### src/rtl/vector_fetch_sequencer.sv
// Moore sequencer that fetches a 6502 interrupt/reset vector over the internal
// ADL/ADH buses and loads PC, then jumps by driving PC into the address registers.
module vector_fetch_sequencer #(
    parameter int PRE_CYCLES = 0,
    parameter int CNT_W      = 3
) (
    input  logic       i_clk,
    input  logic       i_reset,
    input  logic       i_start,
    input  logic [1:0] i_vector,
    input  logic       i_rdy,
    output logic       o_0_adl0,
    output logic       o_0_adl1,
    output logic       o_0_adl2,
    output logic       o_dl_adl,
    output logic       o_dl_adh,
    output logic       o_pcl_adl,
    output logic       o_pch_adh,
    output logic       o_pcl_load,
    output logic       o_pch_load,
    output logic       o_ab_load,
    output logic       o_busy,
    output logic       o_done
);

    typedef enum logic [2:0] {
        IDLE, DUMMY, VEC_LO, LAT_LO, VEC_HI, LAT_HI, JUMP
    } state_t;

    localparam int B_ADL0 = 11, B_ADL1 = 10, B_ADL2 = 9, B_DLADL = 8, B_DLADH = 7,
                   B_PCLADL = 6, B_PCHADH = 5, B_PCLLD = 4, B_PCHLD = 3,
                   B_ABLD = 2, B_BUSY = 1, B_DONE = 0;

    state_t           state_q, state_d;
    logic [CNT_W-1:0] cnt_q, cnt_d;
    logic [1:0]       vec_q, vec_d;
    logic [11:0]      ctl_q;

    always_comb begin
        state_d = state_q;
        cnt_d   = cnt_q;
        vec_d   = vec_q;
        unique case (state_q)
            IDLE: if (i_start) begin
                vec_d = (i_vector == 2'b11) ? 2'b10 : i_vector;
                if (PRE_CYCLES > 0) begin
                    state_d = DUMMY;
                    cnt_d   = CNT_W'(PRE_CYCLES - 1);
                end else begin
                    state_d = VEC_LO;
                end
            end
            DUMMY: begin
                if (cnt_q != '0) cnt_d = cnt_q - CNT_W'(1);
                else             state_d = VEC_LO;
            end
            VEC_LO:  if (i_rdy) state_d = LAT_LO;
            LAT_LO:  state_d = VEC_HI;
            VEC_HI:  if (i_rdy) state_d = LAT_HI;
            LAT_HI:  state_d = JUMP;
            JUMP:    state_d = IDLE;
            default: state_d = IDLE;
        endcase
    end

    // ADL bit0 is pulled only for the low byte; bits 1/2 select RESET/NMI in both reads.
    function automatic logic [11:0] decode(state_t s, logic [1:0] v);
        logic [11:0] c;
        logic        nmi, rst;
        nmi = (v == 2'b00);
        rst = (v == 2'b01);
        c   = '0;
        unique case (s)
            DUMMY:  c[B_BUSY] = 1'b1;
            VEC_LO: begin
                c[B_ADL0] = 1'b1; c[B_ADL1] = rst; c[B_ADL2] = nmi;
                c[B_ABLD] = 1'b1; c[B_BUSY] = 1'b1;
            end
            LAT_LO: begin
                c[B_DLADL] = 1'b1; c[B_PCLLD] = 1'b1; c[B_BUSY] = 1'b1;
            end
            VEC_HI: begin
                c[B_ADL1] = rst; c[B_ADL2] = nmi;
                c[B_ABLD] = 1'b1; c[B_BUSY] = 1'b1;
            end
            LAT_HI: begin
                c[B_DLADH] = 1'b1; c[B_PCHLD] = 1'b1; c[B_BUSY] = 1'b1;
            end
            JUMP: begin
                c[B_PCLADL] = 1'b1; c[B_PCHADH] = 1'b1; c[B_ABLD] = 1'b1;
                c[B_BUSY]   = 1'b1; c[B_DONE]   = 1'b1;
            end
            default: c = '0;
        endcase
        return c;
    endfunction

    // Outputs are registered from the next state so they line up with state_q.
    always_ff @(posedge i_clk) begin
        if (i_reset) begin
            state_q <= IDLE;
            cnt_q   <= '0;
            vec_q   <= 2'b00;
            ctl_q   <= '0;
        end else begin
            state_q <= state_d;
            cnt_q   <= cnt_d;
            vec_q   <= vec_d;
            ctl_q   <= decode(state_d, vec_d);
        end
    end

    assign o_0_adl0   = ctl_q[B_ADL0];
    assign o_0_adl1   = ctl_q[B_ADL1];
    assign o_0_adl2   = ctl_q[B_ADL2];
    assign o_dl_adl   = ctl_q[B_DLADL];
    assign o_dl_adh   = ctl_q[B_DLADH];
    assign o_pcl_adl  = ctl_q[B_PCLADL];
    assign o_pch_adh  = ctl_q[B_PCHADH];
    assign o_pcl_load = ctl_q[B_PCLLD];
    assign o_pch_load = ctl_q[B_PCHLD];
    assign o_ab_load  = ctl_q[B_ABLD];
    assign o_busy     = ctl_q[B_BUSY];
    assign o_done     = ctl_q[B_DONE];

endmodule

### config.mk
export PLATFORM = sky130hd
export DESIGN_NAME = vector_fetch_sequencer
export DESIGN_NICKNAME = d
export VERILOG_FILES = /design/src/rtl/vector_fetch_sequencer.sv
export SDC_FILE = /design/constraint.sdc
export NUM_CORES = 1
export LEC_CHECK = 0
export CAP_MARGIN = 20
export CORE_MARGIN = 1
export CORE_UTILIZATION = 47
export CTS_CLUSTER_SIZE = 28
export DETAILED_ROUTE_END_ITERATION = 8
export GPL_TIMING_DRIVEN = 0
export PLACE_DENSITY = 0.85
export SLEW_MARGIN = 20
export SYNTH_ARGS = -nofsm -noshare
export SYNTH_HDL_FRONTEND = slang
export SYNTH_SLANG_ARGS = --single-unit
### constraint.sdc
create_clock -name i_clk -period 1.6 [get_ports i_clk]
set_input_delay 0.32 -clock i_clk [delete_from_list [all_inputs] [get_ports i_clk]]
set_output_delay 0.32 -clock i_clk [all_outputs]
set_load 0.02 [all_outputs]
==> results.toml, run 1 <==
[status]
status = "completed"

[yosys]
synth.yosys.warnings = 0
synth-seq-cells = 16
synth_common_cells = "sky130_fd_sc_hd__dfxtp_1, sky130_fd_sc_hd__nor2_1, sky130_fd_sc_hd__a21oi_1"
synthesis.area_per_instance_um2 = 10.1
yosysMostFrequentCell = "sky130_fd_sc_hd__dfxtp_1"
synth_top_cell_area_share_pct = 41.0
synth-edff-count = 0
ys_top_cells_by_area = "sky130_fd_sc_hd__dfxtp_1, sky130_fd_sc_hd__nor2_1, sky130_fd_sc_hd__buf_6"
synth.yosys.seq_area_share_pct = 41.0
syn-instance-count = 77
synth.largest_area_cell = "sky130_fd_sc_hd__dfxtp_1"
async_reset_ff_share_pct = 0
synth-main-ff-cell = "sky130_fd_sc_hd__dfxtp_1"
synthDistinctLibCells = 34
synth.net_count = 85
post_synth_instance_area_um2 = 781

[placed_design]
placedCellCount = 110
io_buffer_count = 17
placedInstanceArea_um2 = 971
post-place-ws_ps = -109
place.gp.congestion = 0.721
dp.final_hpwl_um = 955

[hold_path]
holdCritPathClass = "flip-flop to flip-flop"
min-delay-start = "cnt_q[2]"
worstHoldEndpoint = "cnt_q[2]"
hold_path_depth = 2

[floorplanning]
initial_core_util_pct = 51.2
io-pin-count = 18
placement_rows = 14
die-area_um2 = 1830
die_width_um = 42.8
area_of_the_core_um2 = 1520
die_h_um = 42.8

[cells_and_area]
final_util_pct = 65.9
final_cell_count_no_fill = 114
antenna-diode-count = 0
fillCellCount = 118
syn2layout_area_growth_pct = 28.7
postLayoutCellArea_um2 = 1000
post_route_cells_drive_above_1_share_pct = 26.5
fin_nets = 107

[cts]
tritoncts_num_sinks = 16
cts_root_buf = "sky130_fd_sc_hd__clkbuf_4"
htreeDepth = 1
cts_tree = "built"
cts_buffers = 3
cts_setup_buffers = 0
cts_hold_repair.buffers = 0
worst_setup_hold_path_clk_slew_ps = 90
clock_latency_ps = 280
clock_tree.buffer_depth = 2

[job]
maxCapViolations = 0

[power]
power.ir.vdd_worst_mv = 0.570
pwr_density_cell_nw_per_um2 = 860
internal_power_mw = 0.646
switching_power_mw = 0.219
p_leak_nw = 0.425
clock_power_share_pct = 30.3
p_sw_share_pct = 25.3
combPwrFrac_pct = 20.1
seq_power_share_pct = 49.6

[sta]
fin_crit_ps = 1530
rsz_0062_raised_after_global_routing = "false"
clock_skew_ps = 2.30
fin_ws_ps = 66.9
totalNegativeSetupSlack_ps = 0
timing.final.hold_violations = 0
setup_viol = 0
worst_slew_pin_slew_ps = 447
period_share_pct = 95.8
timing_max_transition_violations_final = 0
timing.fmax_mhz = 652
max-slew-margin-rel_pct = 70.2

[routing]
post_drt_wl_per_cell_um = 11.3
drcViolationCount = 0
drtPass1Iterations = 4
antenna_violating_nets_post_route = 0
postRouteWirelength_um = 1280
detailedRoute.firstIterationViolations = 15
detail_route.vias_per_cell = 5.10
num_vias = 581

[global_routing]
overflow = 0
grt_start_max_net_pins = 11
grt_pass1_wl_um = 2160
antenna_found_initial = 0
grt_util_all_layers_pct = 15.9
number_of_global_route_vias_before_repair = 527

[critical_path]
crit_fanout = 2
path_delay_family = "buffers and inverters"
r2r_cells = 6
cp-start-kind = "flip-flop"
critical_path.slowest_cell = "sky130_fd_sc_hd__clkdlybuf4s50_1"
endpoint_kind = "primary output"
reg2reg_from = "cnt_q[0]"
path_cells = "clkdlybuf4s50_1"
cp_data_required_time_ps = 1280
reg2reg_to = "ctl_q[10]"
r2r_setup_slack_ps = 100
critical_path.n_buffers_inverters = 1
max_stage_delay_ps = 600
setup.worst_path.class = "flip-flop to primary output"
worstPathArrival_ps = 1210
==> tightest hold or removal path, cell delays in order, from the launching register on <==
cell                      delay, ps
sky130_fd_sc_hd__dfxtp_1        350
sky130_fd_sc_hd__xor2_1          70
sky130_fd_sc_hd__nor2_1          70
==> cells in the final DEF, fill, tap and decap left out, types with 2 or more instances in the layout <==
cell type,netlist,routed
sky130_fd_sc_hd__clkbuf_4,0,3
sky130_fd_sc_hd__buf_6,3,3
sky130_fd_sc_hd__buf_4,4,4
sky130_fd_sc_hd__nor2_1,11,11
sky130_fd_sc_hd__a211oi_1,2,2
sky130_fd_sc_hd__o21ai_0,2,2
sky130_fd_sc_hd__dfxtp_1,16,16
sky130_fd_sc_hd__nand2_1,2,2
sky130_fd_sc_hd__or2_2,2,2
sky130_fd_sc_hd__and2b_2,2,2
sky130_fd_sc_hd__inv_1,4,4
sky130_fd_sc_hd__dlygate4sd2_1,0,4
sky130_fd_sc_hd__clkdlybuf4s50_1,0,12
sky130_fd_sc_hd__ha_1,2,2
sky130_fd_sc_hd__a21oi_1,5,5
==> cells by family after synthesis <==
group                      count (synthesis)  synth area share, %
and+or+nand+nor                           27                 23.9
muxes                                      2                 2.72
buffers and inverters                     13                 11.1
adders and majority gates                  2                 3.20
AOI/OAI and AO/OA                         15                 15.9
xor gates and xnor gates                   2                 2.24
DFF                                       16                 41.0
==> area by class of cell <==
cell class | count | area [um2] | share of cell area [%]
tap | 16 | 20.0 | 1.99
multi-input combinational | 48 | 374 | 37.2
sequential | 16 | 320 | 31.9
clock buffer | 4 | 36.3 | 3.61
buffer | 8 | 67.6 | 6.72
inverter | 5 | 18.8 | 1.87
timing repair buffer | 17 | 168 | 16.7
==> worst max-delay path by stage <==
stage	startpoint	to	slack, ps	cells after the start
after floorplan	cnt_q[0]	ctl_q[10]	180	6
after global placement	i_reset	ctl_q[9]	-80	4
after detailed placement	i_reset	ctl_q[10]	-110	4
after CTS	ctl_q[6]	o_done	20	1
after global routing	cnt_q[0]	ctl_q[10]	4	6
final	ctl_q[8]	o_dl_adl	70	1
==> through the flow <==
step	hold WS (ps)	power, mW
2_1_floorplan	467	0.552
3_3_place_gp	497	0.609
3_5_place_dp	516	0.614
4_1_cts	537	0.879
5_1_grt	590	0.910
6_report	528	0.864
==> sequential cells by signal, indices dropped and copies added, names as in the netlist <==
signal   cells
cnt_q        3
ctl_q        8
state_q      3
vec_q        2
==> routing by layer <==
metal  share of wire [%]  GRT usage [%]  vias up
met5                   0              0        -
met2                  48           23.9       18
met4                 1.2           9.38        0
met1                  46           20.3      260
met3                 4.8           4.26        2
li1                    -              -      301
==> power groups by stage <==
stage / Sequential (mW) / Clock [mW] / Combinational [mW]
after floorplan: 0.457 / 0 / 0.0944
after global placement: 0.437 / 0 / 0.172
after detailed placement: 0.438 / 0 / 0.175
after CTS: 0.429 / 0.276 / 0.175
after global routing: 0.431 / 0.292 / 0.188
final: 0.429 / 0.262 / 0.174
==> what timing repair did <==
action / CTS / global route
gates resized for setup: 4 / 1
pin swaps: 0 / 1
endpoints found under the setup margin: 4 / 3
Power figures use the tool's default switching activity.
==> run 2: changes to the inputs <==
- SLEW_MARGIN: 20 -> 10
==> results of run 2 <==
Same layout as run 1: the final DEF is identical, and so are final timing and power.
